File: config.mk
export PLATFORM = sky130hd
export DESIGN_NAME = inst_rr_scheduler
export DESIGN_NICKNAME = d
export VERILOG_FILES = /design/src/rtl/inst_rr_scheduler.sv
export SDC_FILE = /design/constraint.sdc
export NUM_CORES = 1
export LEC_CHECK = 0
export BUFFER_PORTS_ARGS = -buffer_cell sky130_fd_sc_hd__buf_2
export CORE_ASPECT_RATIO = 0.75
export CORE_MARGIN = 1
export CORE_UTILIZATION = 48
export CTS_CLUSTER_DIAMETER = 120
export DETAILED_ROUTE_END_ITERATION = 16
export GPL_ROUTABILITY_DRIVEN = 0
export PLACE_DENSITY_LB_ADDON = 0.08
export SYNTH_ARGS = -nofsm -noshare
export SYNTH_HDL_FRONTEND = slang
export SYNTH_SLANG_ARGS = --single-unit
File: constraint.sdc
create_clock -name clk -period 13.3 [get_ports clk]
set_input_delay 0.665 -clock clk [delete_from_list [all_inputs] [get_ports clk]]
set_output_delay 0.665 -clock clk [all_outputs]
set_load 0.1 [all_outputs]
File: src/rtl/inst_rr_scheduler.sv
// -----------------------------------------------------------------------------
// inst_rr_scheduler
// Round-robin scheduler that lets N_REQ child instances share one resource.
// A grant is held until the owner releases it with done, drops its request
// (abort), or holds it for TIMEOUT cycles. After every release there is one
// GAP cycle and then an IDLE evaluation cycle. This gives the resource time
// to turn around before the next owner gets it.
//
// Ports
//   clk           : single clock, all logic on the rising edge
//   rst           : synchronous, active-high reset
//   req[N_REQ]    : level-sensitive request per instance
//   done[N_REQ]   : one-cycle release strobe per instance (only the owner's bit counts)
//   gnt[N_REQ]    : registered one-hot grant
//   gnt_valid     : high whenever a gnt bit is set
//   gnt_id[ID_W]  : index of the granted instance; holds its last value when idle
//   timeout_pulse : one-cycle strobe in the cycle after a grant is revoked by timeout
// -----------------------------------------------------------------------------
module inst_rr_scheduler #(
    parameter int N_REQ   = 10,
    parameter int ID_W    = 4,
    parameter int TIMEOUT = 200,
    parameter int CNT_W   = 8
) (
    input  logic              clk,
    input  logic              rst,
    input  logic [N_REQ-1:0]  req,
    input  logic [N_REQ-1:0]  done,
    output logic [N_REQ-1:0]  gnt,
    output logic              gnt_valid,
    output logic [ID_W-1:0]   gnt_id,
    output logic              timeout_pulse
);

    typedef enum logic [1:0] {
        IDLE = 2'd0,
        BUSY = 2'd1,
        GAP  = 2'd2
    } state_e;

    localparam int              IW1     = ID_W + 1;
    localparam logic [CNT_W-1:0] TO_LAST = CNT_W'(TIMEOUT - 1);
    localparam logic [CNT_W-1:0] CNT_MAX = {CNT_W{1'b1}};

    state_e            state_q, state_d;
    logic [ID_W-1:0]   ptr_q, ptr_d;
    logic [CNT_W-1:0]  cnt_q, cnt_d;
    logic [N_REQ-1:0]  gnt_q, gnt_d;
    logic              gnt_valid_q, gnt_valid_d;
    logic [ID_W-1:0]   gnt_id_q, gnt_id_d;
    logic              timeout_pulse_q, timeout_pulse_d;
    logic [ID_W-1:0]   pick_s;

    // First set request bit searching upward from p+1, wrapping at N_REQ-1.
    // p+1+i never exceeds 2*N_REQ-1, so one conditional subtract replaces a modulo.
    function automatic logic [ID_W-1:0] rr_pick(input logic [N_REQ-1:0] r,
                                                input logic [ID_W-1:0]  p);
        logic [ID_W-1:0] pick;
        logic            found;
        logic [IW1-1:0]  idx;
        pick  = '0;
        found = 1'b0;
        for (int i = 0; i < N_REQ; i++) begin
            idx = {1'b0, p} + IW1'(i + 1);
            if (idx >= IW1'(N_REQ)) begin
                idx = idx - IW1'(N_REQ);
            end else begin
                idx = idx;
            end
            if (!found && r[idx[ID_W-1:0]]) begin
                pick  = idx[ID_W-1:0];
                found = 1'b1;
            end else begin
                found = found;
            end
        end
        return pick;
    endfunction

    // Next-state and next-output computation for the IDLE/BUSY/GAP FSM.
    always_comb begin
        state_d         = state_q;
        ptr_d           = ptr_q;
        cnt_d           = cnt_q;
        gnt_d           = gnt_q;
        gnt_valid_d     = gnt_valid_q;
        gnt_id_d        = gnt_id_q;
        timeout_pulse_d = 1'b0;
        pick_s          = rr_pick(req, ptr_q);

        case (state_q)
            IDLE: begin
                if (|req) begin
                    state_d         = BUSY;
                    ptr_d           = pick_s;
                    cnt_d           = {CNT_W{1'b0}};
                    gnt_d           = {N_REQ{1'b0}};
                    gnt_d[pick_s]   = 1'b1;
                    gnt_valid_d     = 1'b1;
                    gnt_id_d        = pick_s;
                end else begin
                    gnt_d           = {N_REQ{1'b0}};
                    gnt_valid_d     = 1'b0;
                end
            end
            BUSY: begin
                // Release wins over timeout. An abort (request dropped) also
                // suppresses the pulse, because the owner let go on its own.
                if (done[gnt_id_q] || !req[gnt_id_q]) begin
                    state_d         = GAP;
                    gnt_d           = {N_REQ{1'b0}};
                    gnt_valid_d     = 1'b0;
                end else if (cnt_q == TO_LAST) begin
                    state_d         = GAP;
                    gnt_d           = {N_REQ{1'b0}};
                    gnt_valid_d     = 1'b0;
                    timeout_pulse_d = 1'b1;
                end else begin
                    cnt_d = (cnt_q == CNT_MAX) ? cnt_q : cnt_q + {{(CNT_W-1){1'b0}}, 1'b1};
                end
            end
            GAP: begin
                state_d     = IDLE;
                gnt_d       = {N_REQ{1'b0}};
                gnt_valid_d = 1'b0;
            end
            default: begin
                state_d     = IDLE;
                gnt_d       = {N_REQ{1'b0}};
                gnt_valid_d = 1'b0;
            end
        endcase
    end

    // State, pointer, hold counter and registered outputs; reset restarts the search at index 0.
    always_ff @(posedge clk) begin
        if (rst) begin
            state_q         <= IDLE;
            ptr_q           <= ID_W'(N_REQ - 1);
            cnt_q           <= {CNT_W{1'b0}};
            gnt_q           <= {N_REQ{1'b0}};
            gnt_valid_q     <= 1'b0;
            gnt_id_q        <= {ID_W{1'b0}};
            timeout_pulse_q <= 1'b0;
        end else begin
            state_q         <= state_d;
            ptr_q           <= ptr_d;
            cnt_q           <= cnt_d;
            gnt_q           <= gnt_d;
            gnt_valid_q     <= gnt_valid_d;
            gnt_id_q        <= gnt_id_d;
            timeout_pulse_q <= timeout_pulse_d;
        end
    end

    assign gnt           = gnt_q;
    assign gnt_valid     = gnt_valid_q;
    assign gnt_id        = gnt_id_q;
    assign timeout_pulse = timeout_pulse_q;

endmodule

# Word-level counts from Yosys, hierarchy flattened

Cells that the tools add are included.

Word-level logic and storage cells: 161
Output and inout bits: 16
Register bits after elaboration: 30
Bits of input ports: 22

Equality and inequality tests: 8
Muxes and demuxes: 73
Add/sub/neg operators: 21
$lt $le $gt $ge: 23
Reduce and logical (&&, ||, !) cells: 28
Bitwise operators: 1

Operators with widths:

| kind                                                                  | number |
|---|---|
| 4-bit two-way mux                                                     | 20 |
| 4-bit by 5-bit < comparator with 1-bit output, second input constant  | 12 |
| 5-bit by 4-bit >= comparator with 1-bit output, second input constant | 10 |
| 1-bit binary-select mux with 4-bit select                             | 12 |
| 4-bit subtractor, second input constant                               | 10 |
| 8-bit two-way mux                                                     | 4 |
| 10-bit two-way mux                                                    | 3 |
| 1-bit two-way mux                                                     | 26 |
| 4-bit by 3-bit adder with 5-bit output, second input constant         | 4 |
| 10-bit one-hot mux with 2 select lines                                | 1 |
| 8-bit equality test, second input constant                            | 2 |
| 8-bit one-hot mux with 2 select lines                                 | 1 |
| 4-bit by 4-bit adder with 5-bit output, second input constant         | 3 |
| 4-bit by 2-bit adder with 5-bit output, second input constant         | 2 |
| 1-bit logical AND                                                     | 10 |
| 1-bit zero test                                                       | 10 |
| 10-bit OR reduction                                                   | 1 |
| 8-bit by 1-bit adder with 8-bit output, second input constant         | 1 |
| 2-bit != test, second input constant                                  | 4 |
| 2-bit two-way mux                                                     | 3 |
| 4-bit by 1-bit adder with 5-bit output, second input constant         | 1 |
| 5-bit AND reduction                                                   | 1 |
| 1-bit demux with 4-bit select                                         | 1 |
| 4-bit by 1-bit >= comparator with 1-bit output, second input constant | 1 |
| 10 further kinds                                                      | 11 |

# Logic depth before layout (Yosys ltp)

Gate-level depths: netlist of run 1.

Depth in word-level cells: 39
Gate-level depth with buffers: 22
Mapped depth without buffers: 15

# Worst setup path before layout of run 1

Ideal clock, no wire load.

Kind: register -> register
Start point: register ptr_q[0]
End point: register gnt_q[0], in the netlist gnt[0]
Period minus slack after synthesis: 4996 ps
Library setup time: 96 ps
Path buffers: 7
Slack: 8304 ps
Data arrival time: 4900 ps
Stages on the path, launching flop included: 21
Cells stage by stage: dfxtp_1 > buf_4 > buf_4 > buf_4 > buf_4 > inv_1 > ha_1 > clkbuf_1 > inv_1 > buf_1 > ha_1 > clkbuf_1 > a21boi_0 > o21ai_0 > xnor2_1 > a311oi_1 > or4_4 > or3_4 > or4_4 > o21a_4 > o41ai_2

Longest elaborated chain between the ends: 39
Elaborated cells between the ends (all ways): 104
Classes of those cells: add/sub (20); order compare (12); mux (53); reduce/logical (19)

RTL lines:

| element                                                                                                                                      | line   | text |
|---|---|---|
| start: declaration                                                                                                                           | 46     | `logic [ID_W-1:0] ptr_q, ptr_d;` |
| start signal: assignment                                                                                                                     | 139    | `ptr_q <= ID_W'(N_REQ - 1);` |
| start signal: assignment                                                                                                                     | 147    | `ptr_q <= ptr_d;` |
| 4-bit by 1-bit adder with 5-bit output                                                                                                       | 64     | `idx = {1'b0, p} + IW1'(i + 1);` |
| 4-bit subtractor / 5-bit by 4-bit >= comparator with 1-bit output (equally long branches)                                                    | 66, 65 |  |
| 4-bit two-way mux                                                                                                                            | 65     | `if (idx >= IW1'(N_REQ)) begin` |
| 1-bit binary-select mux with 4-bit select                                                                                                    | 70     | `if (!found && r[idx[ID_W-1:0]]) begin` |
| 1-bit two-way mux (implied by the code)                                                                                                      | 70     |  |
| 1-bit two-way mux                                                                                                                            | 70     |  |
| 1-bit zero test                                                                                                                              | 70     |  |
| 1-bit logical AND                                                                                                                            | 70     |  |
| (+23 left out)                                                                                                                               | -      |  |
| 1-bit logical AND                                                                                                                            | 70     |  |
| 4-bit two-way mux *                                                                                                                          | 70     |  |
| 4-bit by 5-bit < comparator with 1-bit output (implied by the code) / 4-bit by 1-bit >= comparator with 1-bit output (equally long branches) | 98     | `gnt_d[pick_s] = 1'b1;` |
| 1-bit logical AND (implied by the code)                                                                                                      | 98     |  |
| 1-bit two-way mux (implied by the code)                                                                                                      | 98     |  |
| 1-bit demux with 4-bit select *                                                                                                              | 98     |  |
| 10-bit two-way mux *                                                                                                                         | 93     | `if (\|req) begin` |
| 10-bit one-hot mux with 2 select lines *                                                                                                     | 91     | `case (state_q)` |
| end signal: assignment                                                                                                                       | 141    | `gnt_q <= {N_REQ{1'b0}};` |
| end signal: assignment                                                                                                                       | 149    | `gnt_q <= gnt_d;` |
| end: declaration                                                                                                                             | 48     | `logic [N_REQ-1:0] gnt_q, gnt_d;` |

Every way passes the cells marked *; elsewhere a longest branch is shown, timed or not. The select of a mux whose other input is x is not followed.
A chain may end at the register's enable or synchronous reset.

# Worst setup path after layout of run 1

Start point: register ptr_q[0]
End point: register gnt_q[2], in the netlist gnt[2]

The elaborated chain is that of the path after synthesis.

==> run_results.csv, run 1 <==
group,metric,value,unit
timing,worst_slew_pin_slew,1.09,ns
finish,area_delta_synth_final,6.81,%
critical_path,worst_ep_required_time,13.48,ns
clocking,path_clk_slew,0.07,ns
grt,grt_antenna_before_repair,0,
synthesis,synthCells,586,
clocking,clock-sinks,28,
finish,fillers,833,
route,ant_nets,0,
grt,grt_pass1_vias,4405,
floorplan,core-area,8600,um2
clocking,postCtsSetupBuffers,0,
synthesis,synth_edf_count,0,
route,drcViolationCount,0,
timing,relSlewSlack,25.6,%
critical_path,crit_type,"register to register",
clocking,clockBufferDepth,2,
route,wl_per_cell,20.5,um
hold_path,hold_path_end,"gnt[0]$_SDFFE_PP0P_",
critical_path,start_kind,"register",
clocking,clkLatencyLatePin,0.27,ns
route,finalWirelength,14400,um
placement,dp_hpwl,10900,um
synthesis,syn-num-nets,632,
floorplan,die_w,112,um
timing,slew_viol_final,0,
synthesis,ys.warnings.count,0,
critical_path,crit_arrival,5.62,ns
floorplan,die-area,9380,um2
clocking,cts-resized-gates,0,
synthesis,synth.avg_cell_area,7.37,um2
timing,fin_skew,0.00288,ns
synthesis,synth_seq_cells,28,
hold_path,hold_path_depth,2,
synthesis,synth_area,4320,um2
critical_path,path_max_fanout,39,
route,vias,4931,
timing,fin_crit_sh,40.9,%
timing,setup_tns,0,ns
timing,grt_setup_unrepaired,"false",
timing,setup_violations,0,
job,drv_cap,0,
synthesis,post_synth_num_cell_types,84,
synthesis,async_flop_share,0,%
clocking,cts_buffers,3,
clocking,postCtsHoldBufs,0,
clocking,cts_root_buf,"clkbuf_16",
placement,portBuffers,37,
grt,grt_pass1_wl,23300,um
critical_path,reg2reg_to,"gnt[2]$_SDFFE_PP0P_",
grt,grt-ovfl-total,0,
timing,fmax,0.184,GHz
placement,place_area,4510,um2
timing,finalCriticalPeriod,5.44,ns
synthesis,yosysSeqAreaShare,13.0,%
hold_path,hp-class,"register to register",
grt,grt_use_total,30.9,%
critical_path,reg2regPathDepth,15,
critical_path,cp-end-kind,"register",
finish,n_antenna_cell,0,
clocking,htreeDepth,1,
finish,layout-drive-gt1-share,13.2,%
hold_path,worstHoldStart,"gnt[0]$_SDFFE_PP0P_",
floorplan,ios,38,
route,dr.first_iter.drc_count,666,
status,outcome,"finished clean",
grt,grt_max_degree,40,
route,routed_via_density,6.98,
critical_path,r2r-start,"ptr_q[0]$_SDFFE_PP1P_",
floorplan,die-height,84.1,um
floorplan,start_util,50.2,%
floorplan,rows,29,
clocking,cts_tree,"done",
route,firstDrtPassIters,5,
timing,hold_violations,0,
critical_path,rrSetupSlack,7.86,ns
synthesis,ys.flop_type,"dfxtp_1",
finish,final_area,4610,um2
finish,nets,645,
## area by class of cell
cell class / count / area [um2] / share of cell area (%)
Tap cell: 108 / 135 / 2.93
Sequential cell: 28 / 561 / 12.2
Clock inverter: 1 / 30.0 / 0.651
Multi-Input combinational cell: 497 / 3490 / 75.7
Inverter: 28 / 105 / 2.28
Timing Repair Buffer: 41 / 215 / 4.67
Clock buffer: 3 / 75.1 / 1.63
## routing by layer
metal  vias up  GRT usage, %  part of all wire (%)
li1       2285             -                     -
met5         -             0                     0
met2       319          44.7                    41
met1      2299          46.0                    46
met4         0          7.25                   1.9
met3        28          7.08                    11
## worst max-delay path by stage
| stage | slack, ns | start | to |
|---|---|---|---|
| finish | 7.86 | ptr_q[0]$_SDFFE_PP1P_ | gnt[2]$_SDFFE_PP0P_ |
| CTS | 7.96 | ptr_q[0]$_SDFFE_PP1P_ | gnt[2]$_SDFFE_PP0P_ |
| floorplan | 8.30 | ptr_q[0]$_SDFFE_PP1P_ | gnt[0]$_SDFFE_PP0P_ |
| detailed placement | 7.99 | ptr_q[0]$_SDFFE_PP1P_ | gnt[2]$_SDFFE_PP0P_ |
| global placement | 8.13 | ptr_q[0]$_SDFFE_PP1P_ | gnt[2]$_SDFFE_PP0P_ |
| global route | 7.48 | ptr_q[0]$_SDFFE_PP1P_ | gnt[1]$_SDFFE_PP0P_ |
## worst max-delay path: stages (launching register included)
cell       delay (ns)
dfxtp_1          0.31
buf_4            0.39
inv_1            0.17
ha_1             0.76
inv_1            0.48
ha_1             0.48
nor2b_1          0.12
o21ai_0          0.11
o2bb2ai_1        0.21
a22oi_1          0.25
a311oi_1         0.14
or4_4            0.60
or3_4            0.36
or4_4            0.55
o21a_4           0.16
o41ai_2          0.27
## cell families after synthesis
kind of cell,Yosys count,share of synthesized area [%]
adder cells (fa/ha/maj),24,7.13
AND/OR/NAND/NOR,229,27.8
buffers and inverters,61,6.17
AO/OA/AOI/OAI,196,34.1
flip-flops,28,13.0
multiplexers,30,7.79
XOR/XNOR,18,4.09
## Yosys cell counts (5+ instances only)
cell type | count | area share (%)
inv_1 | 26 | 2.3
a21o_1 | 7 | 1.2
o211ai_1 | 8 | 1.4
o21ai_0 | 38 | 4.4
and3_1 | 7 | 1.0
a22oi_1 | 5 | 0.87
mux2_2 | 9 | 2.3
xnor2_1 | 16 | 3.2
a211oi_1 | 7 | 1.2
a211o_1 | 5 | 1.0
nand4_1 | 8 | 1.2
dfxtp_1 | 28 | 13
a21oi_1 | 29 | 3.4
nor2b_1 | 10 | 1.4
nor4_1 | 13 | 1.9
ha_1 | 23 | 6.7
and2_1 | 6 | 0.87
o21bai_1 | 6 | 1.0
buf_4 | 7 | 1.2
clkbuf_1 | 20 | 1.7
mux2i_1 | 19 | 4.4
nor3b_1 | 6 | 1.0
nand2b_1 | 11 | 1.6
a221oi_1 | 8 | 1.6
o32ai_1 | 5 | 1.0
a21boi_0 | 5 | 0.87
nor3_1 | 17 | 2.0
a32oi_1 | 7 | 1.4
nand2_1 | 64 | 5.6
nand3_1 | 17 | 2.0
nor2_1 | 41 | 3.6
## state kept, by name (all words and copies together) (netlist names)
name           count
gnt               10
cnt_q              8
ptr_q              4
gnt_id             2
state_q            2
gnt_valid          1
timeout_pulse      1
## cell usage in the layout, fill, tap and decap left out, types with 9 or more instances in the layout
cell | netlist | final
a21oi_1 | 29 | 29
buf_2 | 3 | 37
dfxtp_1 | 28 | 28
ha_1 | 23 | 23
inv_1 | 26 | 26
mux2_2 | 9 | 9
mux2i_1 | 19 | 19
nand2_1 | 64 | 64
nand2b_1 | 11 | 11
nand3_1 | 17 | 17
nor2_1 | 41 | 41
nor2b_1 | 10 | 10
nor3_1 | 17 | 17
nor4_1 | 13 | 13
o21ai_0 | 38 | 38
xnor2_1 | 16 | 16
## metrics by stage
| stage | utilization (%) | hold slack (ns) | worst slack [ns] | cells |
|---|---|---|---|---|
| floorplan | - | 0.468 | 8.30 | 586 |
| global placement | 52.4 | 0.433 | 8.13 | 702 |
| detailed placement | 52.4 | 0.433 | 7.99 | 702 |
| CTS | 53.6 | 0.455 | 7.96 | 706 |
| global route | 53.6 | 0.465 | 7.48 | 706 |
| finish | 53.6 | 0.452 | 7.86 | 706 |
Power of run 1 is not shown: default switching activity piles up to over one toggle a cycle in this logic, so the estimate is an artifact.
==> run 2, diff against run 1 <==
clock period = 4.9 ns   (was 13.3 ns; I/O delays follow)
==> run 2 against run 1 <==
Compared with the run above:
- non-clock buffer count increased by 15
- clock skew increased by 0.0015 ns
- count of clock-buffer cells in the layout unchanged
- critical path type unchanged
- critical endpoint is now ptr_q[1]$_SDFFE_PP0P_
- largest cell class unchanged
==> run_results.csv, run 2 (same netlist as run 1, synthesis figures left out) <==
group,metric,value,unit
floorplan,die-height,84.1,um
route,drcViolationCount,0,
timing,relSlewSlack,40.9,%
floorplan,core-area,8600,um2
placement,pre_cts_ws,0.266,ns
floorplan,rows,29,
placement,dp_hpwl,11400,um
critical_path,path_delay_family,"compound AO/OA/AOI/OAI gates",
critical_path,path_buf_inv,1,
finish,layout-drive-gt1-share,15.5,%
critical_path,crit_path_max_incr_delay,0.69,ns
status,outcome,"finished clean",
grt,grt_max_degree,39,
route,finalWirelength,14800,um
finish,largest_reg_flops,10,
finish,layout_common_cells,"nand2_1 (64), nor2_1 (41), o21ai_0 (38)",
finish,multi_input_area,3500,um2
clocking,cts_tree,"done",
critical_path,crit_type,"register to register",
grt,grt_use_total,31.0,%
timing,slew_viol_final,0,
grt,grt_pass1_wl,23200,um
placement,portBuffers,37,
clocking,clockBufferDepth,2,
critical_path,path_max_fanout,23,
critical_path,slowest_stage,"a311oi_1",
route,ant_nets,0,
grt,grt-ovfl-total,0,
clocking,htreeDepth,1,
critical_path,crit_arrival,4.71,ns
grt,grt_pass1_vias,4379,
finish,final_common_cell,"nand2_1",
grt,grt_antenna_before_repair,1,
finish,final_util,54.7,%
critical_path,cp-end-kind,"register",
route,firstDrtPassIters,6,
floorplan,start_util,50.2,%
timing,finalCriticalPeriod,4.62,ns
timing,hold_violations,0,
critical_path,worst_ep_required_time,4.99,ns
route,routed_via_density,6.84,
clocking,cts_buffers,3,
finish,fillers,840,
floorplan,die-area,9380,um2
route,wl_per_cell,20.5,um
timing,grt_setup_unrepaired,"false",
finish,nets,660,
route,vias,4934,
clocking,cts_root_buf,"clkbuf_16",
job,drv_cap,0,
timing,worst_slew_pin_slew,0.881,ns
hold_path,hp-class,"input pin to register",
clocking,clock-sinks,28,
timing,fin_skew,0.00438,ns
critical_path,path_cells,"buf_4 > ha_1 > a21oi_1 > xnor2_1 > a211oi_1 > nor4b_1 > o21bai_1 > nand3_1 > or3_4 > o32a_1 > a311oi_1",
critical_path,start_kind,"register",
clocking,clkLatencyLatePin,0.27,ns
timing,worst_slack,0.275,ns
finish,area_delta_synth_final,8.98,%
floorplan,die_w,112,um
clocking,path_clk_slew,0.07,ns
route,dr.first_iter.drc_count,597,
timing,fmax,0.216,GHz
finish,seqCellArea,561,um2
timing,fin_crit_sh,94.4,%
timing,setup_tns,0,ns
clocking,postCtsSetupBuffers,0,
timing,holdWs,0.318,ns
floorplan,ios,38,
timing,setup_violations,0,
[run 2: what timing repair did]
| action | CTS | global route |
|---|---|---|
| setup endpoints to repair | 0 | 9 |
| hold buffers | 0 | 0 |
| gates resized for setup | 0 | 2 |
[run 2: worst register-to-register path: stages, from the launching register on]
cell	delay [ns]
dfxtp_1	0.42
buf_4	0.38
ha_1	0.44
a21oi_1	0.13
xnor2_1	0.26
a211oi_1	0.60
nor4b_1	0.14
o21bai_1	0.39
nand3_1	0.32
or3_4	0.47
o32a_1	0.23
a311oi_1	0.69
[run 2: area by class of cell]
| class | instances | area share [%] |
|---|---|---|
| well taps | 108 | 2.87 |
| inverters | 28 | 2.23 |
| clock buffers | 3 | 1.60 |
| flip-flops and latches | 28 | 11.9 |
| diodes | 1 | 0.0532 |
| multi-input cells | 497 | 74.4 |
| repair buffers | 56 | 6.97 |
[run 2: metrics by stage]
step / cell area (um2) / std cells
after floorplan: 4320 / 586
final: 4710 / 721
after global routing: 4700 / 720
after global placement: 4620 / 717
after detailed placement: 4620 / 717
after CTS: 4690 / 720
[run 2: final timing paths]
check,endpoint,depth (start not counted),startpoint,slack [ns]
max,ptr_q[1]$_SDFFE_PP0P_,11,ptr_q[2]$_SDFFE_PP0P_,0.28
min,gnt_id[0]$_SDFFE_PP0P_,2,rst,0.32
max reg2reg,ptr_q[1]$_SDFFE_PP0P_,11,ptr_q[2]$_SDFFE_PP0P_,0.28
min reg2reg,gnt[2]$_SDFFE_PP0P_,2,gnt[2]$_SDFFE_PP0P_,0.46
[run 2: per-layer routing]
layer / part of all wire [%] / routed length, um / GRT usage [%]
met1: 46 / 6820 / 47.1
met2: 40 / 5930 / 42.8
met3: 13 / 1860 / 9.46
met4: 0.96 / 142 / 4.55
met5: 0 / 0 / 0
Power of run 2 is left out for the same reason.
==> run 3, diff against run 2 <==
CORE_MARGIN = 3   (was 1)
GPL_ROUTABILITY_DRIVEN = unset   (was 0)
==> run 3 against run 2 <==
Compared with the run above:
- sequential share of layout area barely moved
- count of clock-buffer cells in the layout rose by 1
- clock skew up 0.00070 ns
- global-route usage decreased by 1.2 points
- critical path depth rose by 2
- critical path type unchanged
==> run_results.csv, run 3 (same netlist as run 1, synthesis figures left out) <==
group,metric,value,unit
grt,grt_pass1_wl,23700,um
floorplan,die-height,88.1,um
hold_path,hp-class,"input pin to register",
timing,fmax,0.213,GHz
placement,place.gp.congestion,1.00,
grt,grt_max_degree,39,
floorplan,die-area,10200,um2
clocking,clock-sinks,28,
finish,final_cells,720,
finish,seqCellArea,561,um2
grt,grt_pass1_vias,4271,
clocking,htreeDepth,1,
floorplan,die_w,116,um
clocking,cts_root_buf,"clkbuf_16",
timing,grt_setup_unrepaired,"false",
finish,nets,659,
route,finalWirelength,15500,um
finish,layout-drive-gt1-share,15.5,%
critical_path,cp-end-kind,"register",
placement,dp_hpwl,12000,um
route,firstDrtPassIters,6,
floorplan,ios,38,
route,dr.first_iter.drc_count,679,
finish,area_delta_synth_final,9.07,%
timing,setup_violations,0,
clocking,clkLatencyLatePin,0.27,ns
timing,worst_slew_pin_slew,0.884,ns
floorplan,core-area,8600,um2
floorplan,start_util,50.2,%
timing,relSlewSlack,40.6,%
clocking,cts_buffers,3,
hold_path,hold_path_depth,2,
timing,fin_skew,0.00508,ns
finish,layout_common_cells,"nand2_1 (64), nor2_1 (41), o21ai_0 (38)",
critical_path,crit_type,"register to register",
timing,slew_viol_final,0,
job,drv_cap,0,
critical_path,worst_ep_required_time,5.07,ns
timing,setup_tns,0,ns
timing,finalCriticalPeriod,4.70,ns
timing,fin_crit_sh,95.8,%
floorplan,rows,29,
route,wl_per_cell,21.5,um
finish,multi_input_area,3500,um2
finish,largest_reg_flops,10,
grt,grt-ovfl-total,0,
placement,place_inst,716,
timing,hold_violations,0,
finish,final_area,4710,um2
critical_path,reg2regPathDepth,13,
route,drcViolationCount,0,
clocking,postCtsSetupBuffers,0,
grt,grt_use_total,29.8,%
critical_path,crit_arrival,4.86,ns
clocking,path_clk_slew,0.07,ns
critical_path,start_kind,"register",
status,outcome,"finished clean",
finish,final_common_cell,"nand2_1",
finish,n_antenna_cell,0,
placement,place_area,4610,um2
critical_path,path_max_fanout,8,
clocking,postCtsHoldBufs,0,
placement,portBuffers,37,
route,ant_nets,0,
route,vias,4959,
route,routed_via_density,6.89,
finish,fillers,845,
clocking,cts_tree,"done",
grt,grt_antenna_before_repair,0,
clocking,clockBufferDepth,2,
[run 3: final timing paths]
kind	startpoint	end	slack [ns]
min	rst	gnt_id[0]$_SDFFE_PP0P_	0.33
min reg2reg	gnt[3]$_SDFFE_PP0P_	gnt[3]$_SDFFE_PP0P_	0.45
max	ptr_q[2]$_SDFFE_PP0P_	gnt[0]$_SDFFE_PP0P_	0.20
max reg2reg	ptr_q[2]$_SDFFE_PP0P_	gnt[0]$_SDFFE_PP0P_	0.20
[run 3: timing repair]
action | in CTS | in global routing
hold endpoints to repair | 0 | 0
resized for setup | 0 | 2
endpoints found under the setup margin | 0 | 7
[run 3: worst max-delay path, cell delays in order (launching register included)]
cell,delay [ns]
dfxtp_1,0.33
inv_1,0.20
ha_1,0.29
ha_1,0.46
nand4bb_1,0.29
o311ai_1,0.43
and2_1,0.21
a32oi_1,0.16
or3_1,0.42
or4_4,0.46
or3_4,0.36
or4_4,0.55
o21a_4,0.16
o41ai_2,0.28
[run 3: through the flow]
step / setup slack, ns / hold slack [ns] / utilization [%]
after floorplan: 0.0778 / 0.468 / -
after global placement: 0.381 / 0.433 / 53.6
after detailed placement: 0.300 / 0.437 / 53.6
after CTS: 0.255 / 0.308 / 54.7
after global routing: 0.0290 / 0.349 / 54.8
final: 0.204 / 0.326 / 54.8
[run 3: layer usage]
layer	track usage (%)	routed length [um]	vias to the layer above
met3	7.67	1800	34
met4	5.44	238	0
li1	-	-	2305
met1	46.4	7120	2312
met5	0	0	-
met2	40.8	6320	308
[run 3: final cells by class]
cell class              instances  area share [%]
well taps                     108            2.87
inverters                      28            2.23
multi-input cells             497            74.3
clock buffers                   4            1.89
repair buffers                 55            6.80
flip-flops and latches         28            11.9
Power of run 3 is left out for the same reason.
